--- src/rtl/pipeline_hazard_controller.sv ---
// Stall/flush scheduler for the 5-stage pipeline: load-use, cache waits,
// taken-branch squash and halt drain, plus saturating performance counters.
module pipeline_hazard_controller #(
    parameter int unsigned CNT_W = 16
) (
    input  logic             CLK,
    input  logic             nRST,
    input  logic [4:0]       id_rs,
    input  logic [4:0]       id_rt,
    input  logic             id_uses_rt,
    input  logic             ex_memRead,
    input  logic [4:0]       ex_dest,
    input  logic             ex_branch_taken,
    input  logic             mem_dmemREN,
    input  logic             mem_dmemWEN,
    input  logic             dhit,
    input  logic             ihit,
    input  logic             wb_halt,
    output logic             pc_en,
    output logic             ifid_en,
    output logic             ifid_flush,
    output logic             idex_en,
    output logic             idex_flush,
    output logic             exmem_en,
    output logic             memwb_en,
    output logic             halt,
    output logic [1:0]       dbg_state,
    output logic [CNT_W-1:0] stall_cycles,
    output logic [CNT_W-1:0] flush_events,
    output logic [CNT_W-1:0] lu_events
);

    typedef enum logic [1:0] {
        RUN   = 2'b00,
        DWAIT = 2'b01,
        HALT  = 2'b10
    } state_t;

    localparam logic [CNT_W-1:0] ONE = {{(CNT_W-1){1'b0}}, 1'b1};

    state_t state;

    logic memwait;
    logic loaduse;
    logic rs_hit;
    logic rt_hit;
    logic in_halt;

    logic sel_halt;
    logic sel_mem;
    logic sel_br;
    logic sel_lu;
    logic sel_if;
    logic sel_run;

    logic stall_inc;
    logic flush_inc;
    logic lu_inc;

    assign in_halt = (state == HALT);
    assign memwait = (mem_dmemREN | mem_dmemWEN) & ~dhit;
    assign rs_hit  = (ex_dest == id_rs);
    assign rt_hit  = id_uses_rt & (ex_dest == id_rt);
    assign loaduse = ex_memRead & (ex_dest != 5'd0) & (rs_hit | rt_hit);

    // Priority chain flattened into one-hot selects
    assign sel_halt = in_halt | wb_halt;
    assign sel_mem  = ~sel_halt & memwait;
    assign sel_br   = ~sel_halt & ~memwait & ex_branch_taken;
    assign sel_lu   = ~sel_halt & ~memwait & ~ex_branch_taken & loaduse;
    assign sel_if   = ~sel_halt & ~memwait & ~ex_branch_taken & ~loaduse
                    & ~ihit;
    assign sel_run  = ~sel_halt & ~memwait & ~ex_branch_taken & ~loaduse
                    & ihit;

    always_comb begin
        pc_en      = 1'b1;
        ifid_en    = 1'b1;
        ifid_flush = 1'b0;
        idex_en    = 1'b1;
        idex_flush = 1'b0;
        exmem_en   = 1'b1;
        memwb_en   = 1'b1;
        unique case (1'b1)
            sel_halt, sel_mem: begin
                pc_en    = 1'b0;
                ifid_en  = 1'b0;
                idex_en  = 1'b0;
                exmem_en = 1'b0;
                memwb_en = 1'b0;
            end
            sel_br: begin
                ifid_flush = 1'b1;
                idex_flush = 1'b1;
            end
            sel_lu: begin
                pc_en      = 1'b0;
                ifid_en    = 1'b0;
                idex_flush = 1'b1;
            end
            sel_if: begin
                pc_en      = 1'b0;
                ifid_flush = 1'b1;
            end
            sel_run: begin
                pc_en = 1'b1;
            end
            default: begin
                pc_en = 1'b1;
            end
        endcase
    end

    always_ff @(posedge CLK or negedge nRST) begin
        if (!nRST) begin
            state <= RUN;
            halt  <= 1'b0;
        end else begin
            unique case (state)
                RUN: begin
                    if (wb_halt) begin
                        state <= HALT;
                        halt  <= 1'b1;
                    end else if (memwait) begin
                        state <= DWAIT;
                    end
                end
                DWAIT: begin
                    if (wb_halt) begin
                        state <= HALT;
                        halt  <= 1'b1;
                    end else if (!memwait) begin
                        state <= RUN;
                    end
                end
                HALT: begin
                    halt <= 1'b1;
                end
                default: begin
                    state <= RUN;
                    halt  <= 1'b0;
                end
            endcase
        end
    end

    assign dbg_state = state;

    // Counters freeze once halted; wb_halt cycle is a drain, not a stall
    assign stall_inc = ~pc_en & ~in_halt & ~wb_halt;
    assign flush_inc = sel_br;
    assign lu_inc    = sel_lu;

    always_ff @(posedge CLK or negedge nRST) begin
        if (!nRST) begin
            stall_cycles <= '0;
            flush_events <= '0;
            lu_events    <= '0;
        end else begin
            if (stall_inc && stall_cycles != '1)
                stall_cycles <= stall_cycles + ONE;
            if (flush_inc && flush_events != '1)
                flush_events <= flush_events + ONE;
            if (lu_inc && lu_events != '1)
                lu_events <= lu_events + ONE;
        end
    end

endmodule

--- config.mk ---
export PLATFORM = sky130hd
export DESIGN_NAME = pipeline_hazard_controller
export DESIGN_NICKNAME = d
export VERILOG_FILES = /design/src/rtl/pipeline_hazard_controller.sv
export SDC_FILE = /design/constraint.sdc
export NUM_CORES = 1
export LEC_CHECK = 0
export ABC_AREA = 0
export BUFFER_PORTS_ARGS = -buffer_cell sky130_fd_sc_hd__buf_2
export CAP_MARGIN = 25
export CORE_MARGIN = 5
export CORE_UTILIZATION = 35
export CTS_CLUSTER_SIZE = 14
export DETAILED_ROUTE_END_ITERATION = 10
export PLACE_DENSITY = 0.63
export RECOVER_POWER = 100
export SYNTH_ARGS = -nofsm -noshare
export SYNTH_HDL_FRONTEND = slang
export SYNTH_SLANG_ARGS = --single-unit
export TNS_END_PERCENT = 10
--- constraint.sdc ---
create_clock -name CLK -period 5.05 [get_ports CLK]
set_input_delay 1.2625 -clock CLK [delete_from_list [all_inputs] [get_ports CLK]]
set_output_delay 1.2625 -clock CLK [all_outputs]
set_load 0.01 [all_outputs]
==> reports/results.txt, run 1 <==
The total number of placement rows was 31. Synthesis handed over a netlist of 246 instances. The launching element of the worst setup path was ex_dest[1]. Data on the critical path arrives at its endpoint at 2.82 ns. Fill cells in the final layout number 757.

Entering global routing, the biggest net connects 52 pins. Summed over all layers, the global routing overflow is 0. Fraction of the yosys area taken by sequential cells: 47.9%. The async set-or-reset flop fraction in the synthesized netlist is 100%, and the latest clock arrival within the worst-skew pair is 0.29 ns. In this run the worst setup path terminates at ifid_flush. The wire length per cell after detailed routing was 13.9 um. The critical path is of the in2out type. The count of vias placed by the detailed router came out at 2077. The number of antenna diodes in the final layout is 0.

Reg2reg setup slack: 2.32 ns. The tree is rooted in a clkbuf_8. The number of warnings printed during yosys synthesis is 0, and the placer congestion estimate is 0.874. Once layout is complete, the cells apart from fillers number 433. For the routed wire length, the log shows 6.01 mm. The worst-case IR drop observed on VDD is 0.174 mV.

Max-capacitance violation count: 1. TritonCTS built the clock tree. The number of nets produced by synthesis was 274. The first global-routing pass estimated 10.3 mm of wire.

Headroom to the max-slew limit came out at -80.4%. The post-detailed-route via-to-cell ratio works out to 4.80. The final reports fail on max-capacitance violations, max-slew violations.

In this run the standard cell core region covers 7330 um2. The area growth from synthesis to final layout is 17.4%. The maximum net fanout on the critical path is 6, and the worst-case clock skew is 0.00241 ns.

The quantity of I/O buffers inserted on ports was 82; the number of nets still failing antenna checks after routing was 0. The run gives 9460 um2 as the die outline area. Based on the critical path, the design can be clocked at up to 245 MHz.

The logs give 2 for the number of levels the H-tree was split into and 5 for the clock buffer count from CTS. The flow ran to the end, but the final reports show violations. The tools report the static leakage power as 1.46 nW.

Path category of the worst min-delay check: reg2reg. Buffer count from post-CTS setup fixing: 0. The run gives 51 as the number of sinks handled by clock tree synthesis. The tools report the count of cells resized by post-cts repair as 0.

The final critical delay including setup and external delays is 4.08 ns. Setup total negative slack on the finished layout was measured at 0 ns. The initial standard-cell utilization of the core was 36.3%. The tools report the number of antenna violations at the first check in global routing as 0.

In this run the cell area of the synthesized design comes to 2660 um2. Yosys mapped the design onto 41 distinct sky130hd cell types. In the routed design, unresolved DRC markers number 0. The most used flip-flop cell after synthesis is dfrtp_1.

Ranked by total cell area, the synthesized netlist is headed by dfrtp_1, xor2_1, xnor2_1, nand3_1, nand4_1. The post-cts hold buffer count was 0. The tools report the placed cell count as 425.

Setup violations remaining at the end of the flow were counted as 0. The chip width works out to 97.2 um. The tools report the type of origin of the critical path as an input port. The count of final max-slew check failures came out at 52. The worst register-to-register path ends at flush_events[11]. Of all cell types, the one taking the most synthesized area is dfrtp_1. STA classifies the critical path endpoint as an output port. The number of flip-flops and latches in the synthesized netlist was 51. The final number of hold-violating endpoints is 0, and the area share of the largest cell type after synthesis is 47.9%. The number of cells on the worst reg-to-reg path is 7. For this design the ratio of total power to cell area is 299 nW/um2. Cells with a size suffix above 1 make up 9.88% of the layout.

Startpoint of the lowest-slack register-to-register path: dbg_state[1]. In this run, synthesis inferred 0 flip-flops with an integrated enable. The average footprint of a synthesized cell was 10.8 um2; the deepest clock path buffer count was 2.

Pin placement for this block handled 83 I/O pins. Dividing the final minimum period by the clock period gives 80.8%. The number of DRC markers after the initial detailed-route iteration was 50; the height of the die was 97.2 um. At the pin with the least slew margin, the transition time is 2.71 ns. The total half-perimeter wirelength after legalization and detailed placement was 4.54 mm. In the final design database the tool counted 361 nets. The overall routing resource usage is 13.0%. Leaving out fill and tap cells, the most frequent cells in the layout are clkbuf_1, dfrtp_1, xor2_1. Setup repair after global routing left no endpoint under its margin.

The first TritonRoute pass finished after 4 iterations. For the number of global-route vias before repair, the log shows 2151. The library cell used most frequently in the layout, excluding fill and tap cells, is clkbuf_1. Clock-pin slew was measured on the worst setup and hold paths at 0.09 ns. The data required time at the worst endpoint was 3.79 ns.
## how the worst min path moves through the flow
stage                    start               to  slack [ns]  cells after the start
3_3_place_gp   flush_events[9]  flush_events[9]        0.47                      1
2_1_floorplan  flush_events[9]  flush_events[9]        0.52                      1
6_report       flush_events[9]  flush_events[9]        0.49                      1
4_1_cts        flush_events[9]  flush_events[9]        0.50                      1
5_1_grt        flush_events[6]  flush_events[6]        0.52                      1
3_5_place_dp   flush_events[9]  flush_events[9]        0.48                      1
## power by group
group / switching (mW) / internal, mW / leakage [nW] / total, mW
logic: 0.119 / 0.0727 / 0.740 / 0.192
clock network: 0.125 / 0.125 / 0.0515 / 0.250
registers: 0.0463 / 0.448 / 0.672 / 0.494
total: 0.291 / 0.646 / 1.46 / 0.937
## Yosys cell counts (all sizes together), types with 3 or more instances
library cell	count
dfrtp	51
xor2	28
xnor2	24
nand2	20
nand3	20
nor2	18
nand4	13
nor3	13
inv	9
and3	7
o21ai	5
and4	4
nor4	4
buf	3
ha	3
mux2	3
## registers in the layout, summed over array words and instances, names as in the netlist
name / flops
flush_events: 16
stall_cycles: 16
halt: 1
lu_events: 16
dbg_state: 2
## worst max-delay path, stage by stage
cell      delay, ns
clkbuf_1       0.16
xor2_1         0.26
nor4_4         0.08
a32oi_1        0.48
nor2_1         0.17
nor2_1         0.13
o21a_1         0.11
clkbuf_1       0.16
## final cells by class
class	instances	area, um2	area share (%)
inverters	9	33.8	1.08
well taps	99	124	3.96
flip-flops and latches	51	1280	40.8
clock buffers	8	100	3.20
repair buffers	83	339	10.8
multi-input cells	183	1250	40.1
## routing by layer
layer  part of all wire [%]  routed length [um]  GRT usage [%]  up-vias
li1                       -                   -              -     1036
met1                     47                2820           16.8      975
met2                     46                2760           20.9       64
met3                    6.4                 387           3.59        2
met4                   0.80                  48           4.58        0
met5                      0                   0              0        -
## cell families (layout without fill, tap and decap cells)
| family | after synthesis | in the layout | synth area share [%] |
|---|---|---|---|
| simple gates | 107 | 107 | 23.4 |
| xor+xnor | 52 | 52 | 17.1 |
| flops | 51 | 51 | 47.9 |
| compound gates | 18 | 18 | 6.62 |
| buf+inv | 12 | 100 | 2.25 |
| fa+ha+maj | 3 | 3 | 1.41 |
| mux | 3 | 3 | 1.27 |
## per-stage QoR
stage	power (mW)	util, %	hold slack (ns)	worst slack (ns)	instance area [um2]
after floorplan	0.628	-	0.519	1.38	2660
after global placement	0.715	43.4	0.475	1.09	3180
after detailed placement	0.719	43.4	0.480	1.03	3180
after CTS	0.978	44.7	0.497	1.03	3280
after global routing	1.00	42.7	0.517	0.755	3130
final	0.937	42.7	0.494	0.972	3130
No activity file was read; power rests on OpenSTA's default activity.
==> run 2: changes to the inputs <==
--- a/config.mk
+++ b/config.mk
@@ -5,14 +5,14 @@
 export SDC_FILE = /design/constraint.sdc
 export NUM_CORES = 1
 export LEC_CHECK = 0
-export ABC_AREA = 0
+export ABC_AREA = 1
 export BUFFER_PORTS_ARGS = -buffer_cell sky130_fd_sc_hd__buf_2
 export CAP_MARGIN = 25
 export CORE_MARGIN = 5
 export CORE_UTILIZATION = 35
 export CTS_CLUSTER_SIZE = 14
 export DETAILED_ROUTE_END_ITERATION = 10
-export PLACE_DENSITY = 0.63
+export PLACE_DENSITY = 0.62
 export RECOVER_POWER = 100
 export SYNTH_ARGS = -nofsm -noshare
 export SYNTH_HDL_FRONTEND = slang
==> constraint.sdc (replaced) <==
create_clock -name CLK -period 4.1 [get_ports CLK]
set_input_delay 1.025 -clock CLK [delete_from_list [all_inputs] [get_ports CLK]]
set_output_delay 1.025 -clock CLK [all_outputs]
set_load 0.01 [all_outputs]
==> run 2 against run 1 <==
Effect of this change:
- the run still ends with max-capacitance violations, max-slew violations left
- core utilization shrank 1.6 points
- worst hold slack gained 0.0022 ns
- critical path depth grew 2
- setup slack lost 0.46 ns
- sequential cell count is the same
- first-iteration DRC count grew 100%
- clock skew grew 0.010 ns
- synthesized cell count grew 59%
- cell count grew 35%
- highest routed layer unchanged
==> reports/results.txt, run 2 <==
The share of cells above drive strength 1 is 8.63%, and the depth of the most critical reg-to-reg path is 10. Global routing consumed, on the met3 layer, 3.23% of the routing resources. The analysis attributes to cell leakage a power of 1.80 nW.

Once the floorplan was initialized, standard cells occupied 35.6% of the core. The number of buffers and inverters on the critical path is 4. 83 I/O pins were placed. TritonCTS built the clock tree. For this run, design rule violations remaining after detail routing come to 0. The worst setup path is captured at an output port.

The number of antenna violations at the first check in global routing was 0. The clock buffer count from CTS was 5. Summing the areas of all and, or, nand and nor instances in the mapped netlist gives 36.0% of the synthesized area. The checks that failed: max-capacitance violations, max-slew violations. The total half-perimeter wirelength after legalization and detailed placement is 5.65 mm.

The most frequently used cell type in the post-synthesis netlist is nand2_1. In the routed layout, each cell is associated on average with a via count of 4.81. The synthesized design spends more area on one cell type than any other, namely dfrtp_1. The floorplan step defined a die boundary enclosing 10700 um2. Static timing analysis puts the maximum clock frequency at 279 MHz. Final critical delay including setup and external delays: 3.58 ns.

The total negative slack was 0 ns. For this run, the total global-route usage over all layers was measured as 14.0%. In the post-synthesis netlist, the biggest area contributors are dfrtp_1, nand2_1, xor2_1, inv_1, xnor2_1. The register clock-pin slew on the reported worst setup and hold paths was 0.10 ns. The tools report the number of nets still failing antenna checks after routing as 0.

Measured against the total synthesized area, the mux share comes to 0%. The netlist uses 32 different library cells. The count of final max-slew check failures is 30. Walking the worst path, the cells encountered are clkbuf_1 > nor2_8 > nand2_1 > nor2_1 > inv_2 > nor2_2 > nand2_1 > nand3_4 > inv_1 > clkbuf_1. After the last flow step, the layout net total stands at 502.

The share of synthesized cell area in full adder, half adder and majority cells is 1.22%. The fraction of the yosys area taken by sequential cells was 41.5%; the chip width was 104 um. The logs give 0.741 ns for the post-placement worst setup slack and 0 for the number of antenna cells inserted. Leaving out fill and tap cells, the most frequent cell in the layout is nand2_1. The synthesized netlist devotes 11.4% of its cell area to XOR and XNOR gates. STA puts the critical path data required time at 3.07 ns. The run finished, with violations left.

The tools report the root cell of the clock tree as clkbuf_8. The floorplan step set the die height to 104 um. The floorplan has 34 rows. The tools report the flip-flop and latch area as 1280 um2.

The routed wire length is 7.38 mm, and the worst path arrival time is 2.56 ns. In the global route stage, met1 resource usage came out at 17.7%. The largest net degree at the start of global routing is 30, and the global-route wire length before repair is 13.0 mm.

The power density of the placed cells works out to 258 nW/um2. The Yosys step of the flow raised 0 warnings. Hold repair after CTS inserted 0 buffers. For this run, global-route usage on met2 was measured as 24.0%. In the final layout, the multi-input gates occupy 1520 um2.

The combinational family with the most area after synthesis was simple AND/OR/NAND/NOR gates. On the worst path, the slowest cell contributes a delay of 0.29 ns. The largest delay contributor family on the critical path is simple AND/OR/NAND/NOR gates. Setup violations remaining at the end of the flow were counted as 0.

The area share of the largest cell type after synthesis was 41.5%; the async set-or-reset flop fraction in the synthesized netlist was 100%. Dividing the final minimum period by the clock period gives 87.4%. The worst-case clock skew came out at 0.0127 ns. In this run the tightest slew margin relative to its limit is -7.59%.

The maximum net fanout on the critical path is 19. After synthesis, the most frequently instantiated cells are nand2_1, dfrtp_1, inv_1, nor2_1, nand3_1. The logs give 8640 um2 for the core footprint and 0 for the buffer count from post-CTS setup fixing. The cell area that synthesis handed to floorplanning was 3070 um2. Setup repair after global routing left no endpoint under its margin.

For the final critical-path setup slack, the log shows 0.515 ns. For this design, the slowest cell found on the critical path is nor2_8. The worst setup path is launched from an input port.

The wire length per cell after detailed routing works out to 12.7 um. The run gives 0 as the final number of hold-violating endpoints. In the layout the commonest cells are nand2_1, clkbuf_1, dfrtp_1. The logs give 2805 for the count of vias placed by the detailed router and 51 for the number of sinks handled by clock tree synthesis.

The worst ir drop on vdd came out at 0.118 mV. Synthesis inferred 51 register bits. In this run the tool buffered the top-level ports with 82 buffer cells. The critical path runs through a total of 10 cells. The tools report the number of levels the H-tree was split into as 2. Summing the areas of all compound-gate instances in the mapped netlist gives 2.44% of the synthesized area. Synthesis handed over a netlist of 392 instances.

The worst hold path belongs to the class reg2reg. The placer congestion estimate was 0.842. The synthesized design contains 0 enable-type register cells.

The number of global-route vias before repair came out at 2885. The logs give 923 for the number of fill cells in the layout and 0 for the count of cells resized by post-cts repair. For the worst-skew pair, the clock arrives at the later sink with an insertion delay of 0.30 ns. The worst setup path is of the in2out kind. The tools report the number of nets produced by synthesis as 420. The layer flagged by global routing as most heavily used is met2. The max-capacitance violation count came out at 1. Summed over all layers, the global routing overflow is 0.

The largest registers in the layout are flush_events x16, lu_events x16, stall_cycles x16. Worst hold path stage count: 1. The detailed router finished its first iteration with 100 violations.

The average footprint of a synthesized cell works out to 7.84 um2. The most used flip-flop cell after synthesis was dfrtp_1. The longest clock path from root to sink contains 2 buffers.

Relative to the synthesized area, the layout overhead comes to 15.4%. The number of optimization iterations in the first detailed-route pass is 4, and the actual transition at the worst max-transition pin is 1.61 ns.
## run 2: changes by cell type after synthesis, moves of 6 or more
cell     delta
inv_1      +35
xnor2_1     -6
nor2_1     +12
xor2_1      -6
nand3_1     +7
nand2_1    +99
nand4_1    +11
and3_1      -7
## run 2: metal layers
layer	part of all wire [%]	vias up
li1	-	1409
met1	45	1328
met2	50	62
met3	4.8	6
met4	0.94	0
met5	0	-
## run 2: final cells by class
class | count | area share [%]
Multi-Input combinational cell | 287 | 42.9
Sequential cell | 51 | 36.0
Timing Repair Buffer | 83 | 9.57
Inverter | 46 | 4.87
Tap cell | 108 | 3.81
Clock buffer | 6 | 2.33
Clock inverter | 2 | 0.459
## run 2: path summary, 6_finish.rpt
| check | slack, ns | end | startpoint |
|---|---|---|---|
| max reg2reg | 1.09 | lu_events[12] | dbg_state[1] |
| max | 0.52 | pc_en | wb_halt |
| min | 0.50 | halt | halt |
| max in group asynchronous | 1.02 | lu_events[8] | nRST |
| min reg2reg | 0.50 | halt | halt |
| min in group asynchronous | 0.98 | dbg_state[0] | nRST |
## run 2: cells by family (layout without fill, tap and decap cells)
logic type                 after synthesis  count (layout)
adders and majority gates                3               3
xor gates and xnor gates                40              40
buffers and inverters                   54             137
AOI/OAI and AO/OA                       14              14
and+or+nand+nor                        230             230
DFF                                     51              51
## run 2: through the flow
stage | area (um2) | hold slack (ns) | total power [mW] | util [%] | instances
final | 3540 | 0.496 | 0.914 | 41.0 | 583
after floorplan | 3070 | 0.521 | 0.570 | - | 392
after global routing | 3540 | 0.526 | 0.971 | 41.0 | 583
after global placement | 3570 | 0.467 | 0.613 | 41.4 | 575
after CTS | 3670 | 0.492 | 0.935 | 42.5 | 583
after detailed placement | 3570 | 0.471 | 0.617 | 41.4 | 575
## run 2: report_power, final
part | internal, mW | switching [mW] | total (mW) | leakage, nW
clock | 0.138 | 0.174 | 0.313 | 0.0474
combinational | 0.0279 | 0.0471 | 0.0750 | 1.10
sequential | 0.512 | 0.0138 | 0.526 | 0.657
total | 0.678 | 0.235 | 0.914 | 1.80
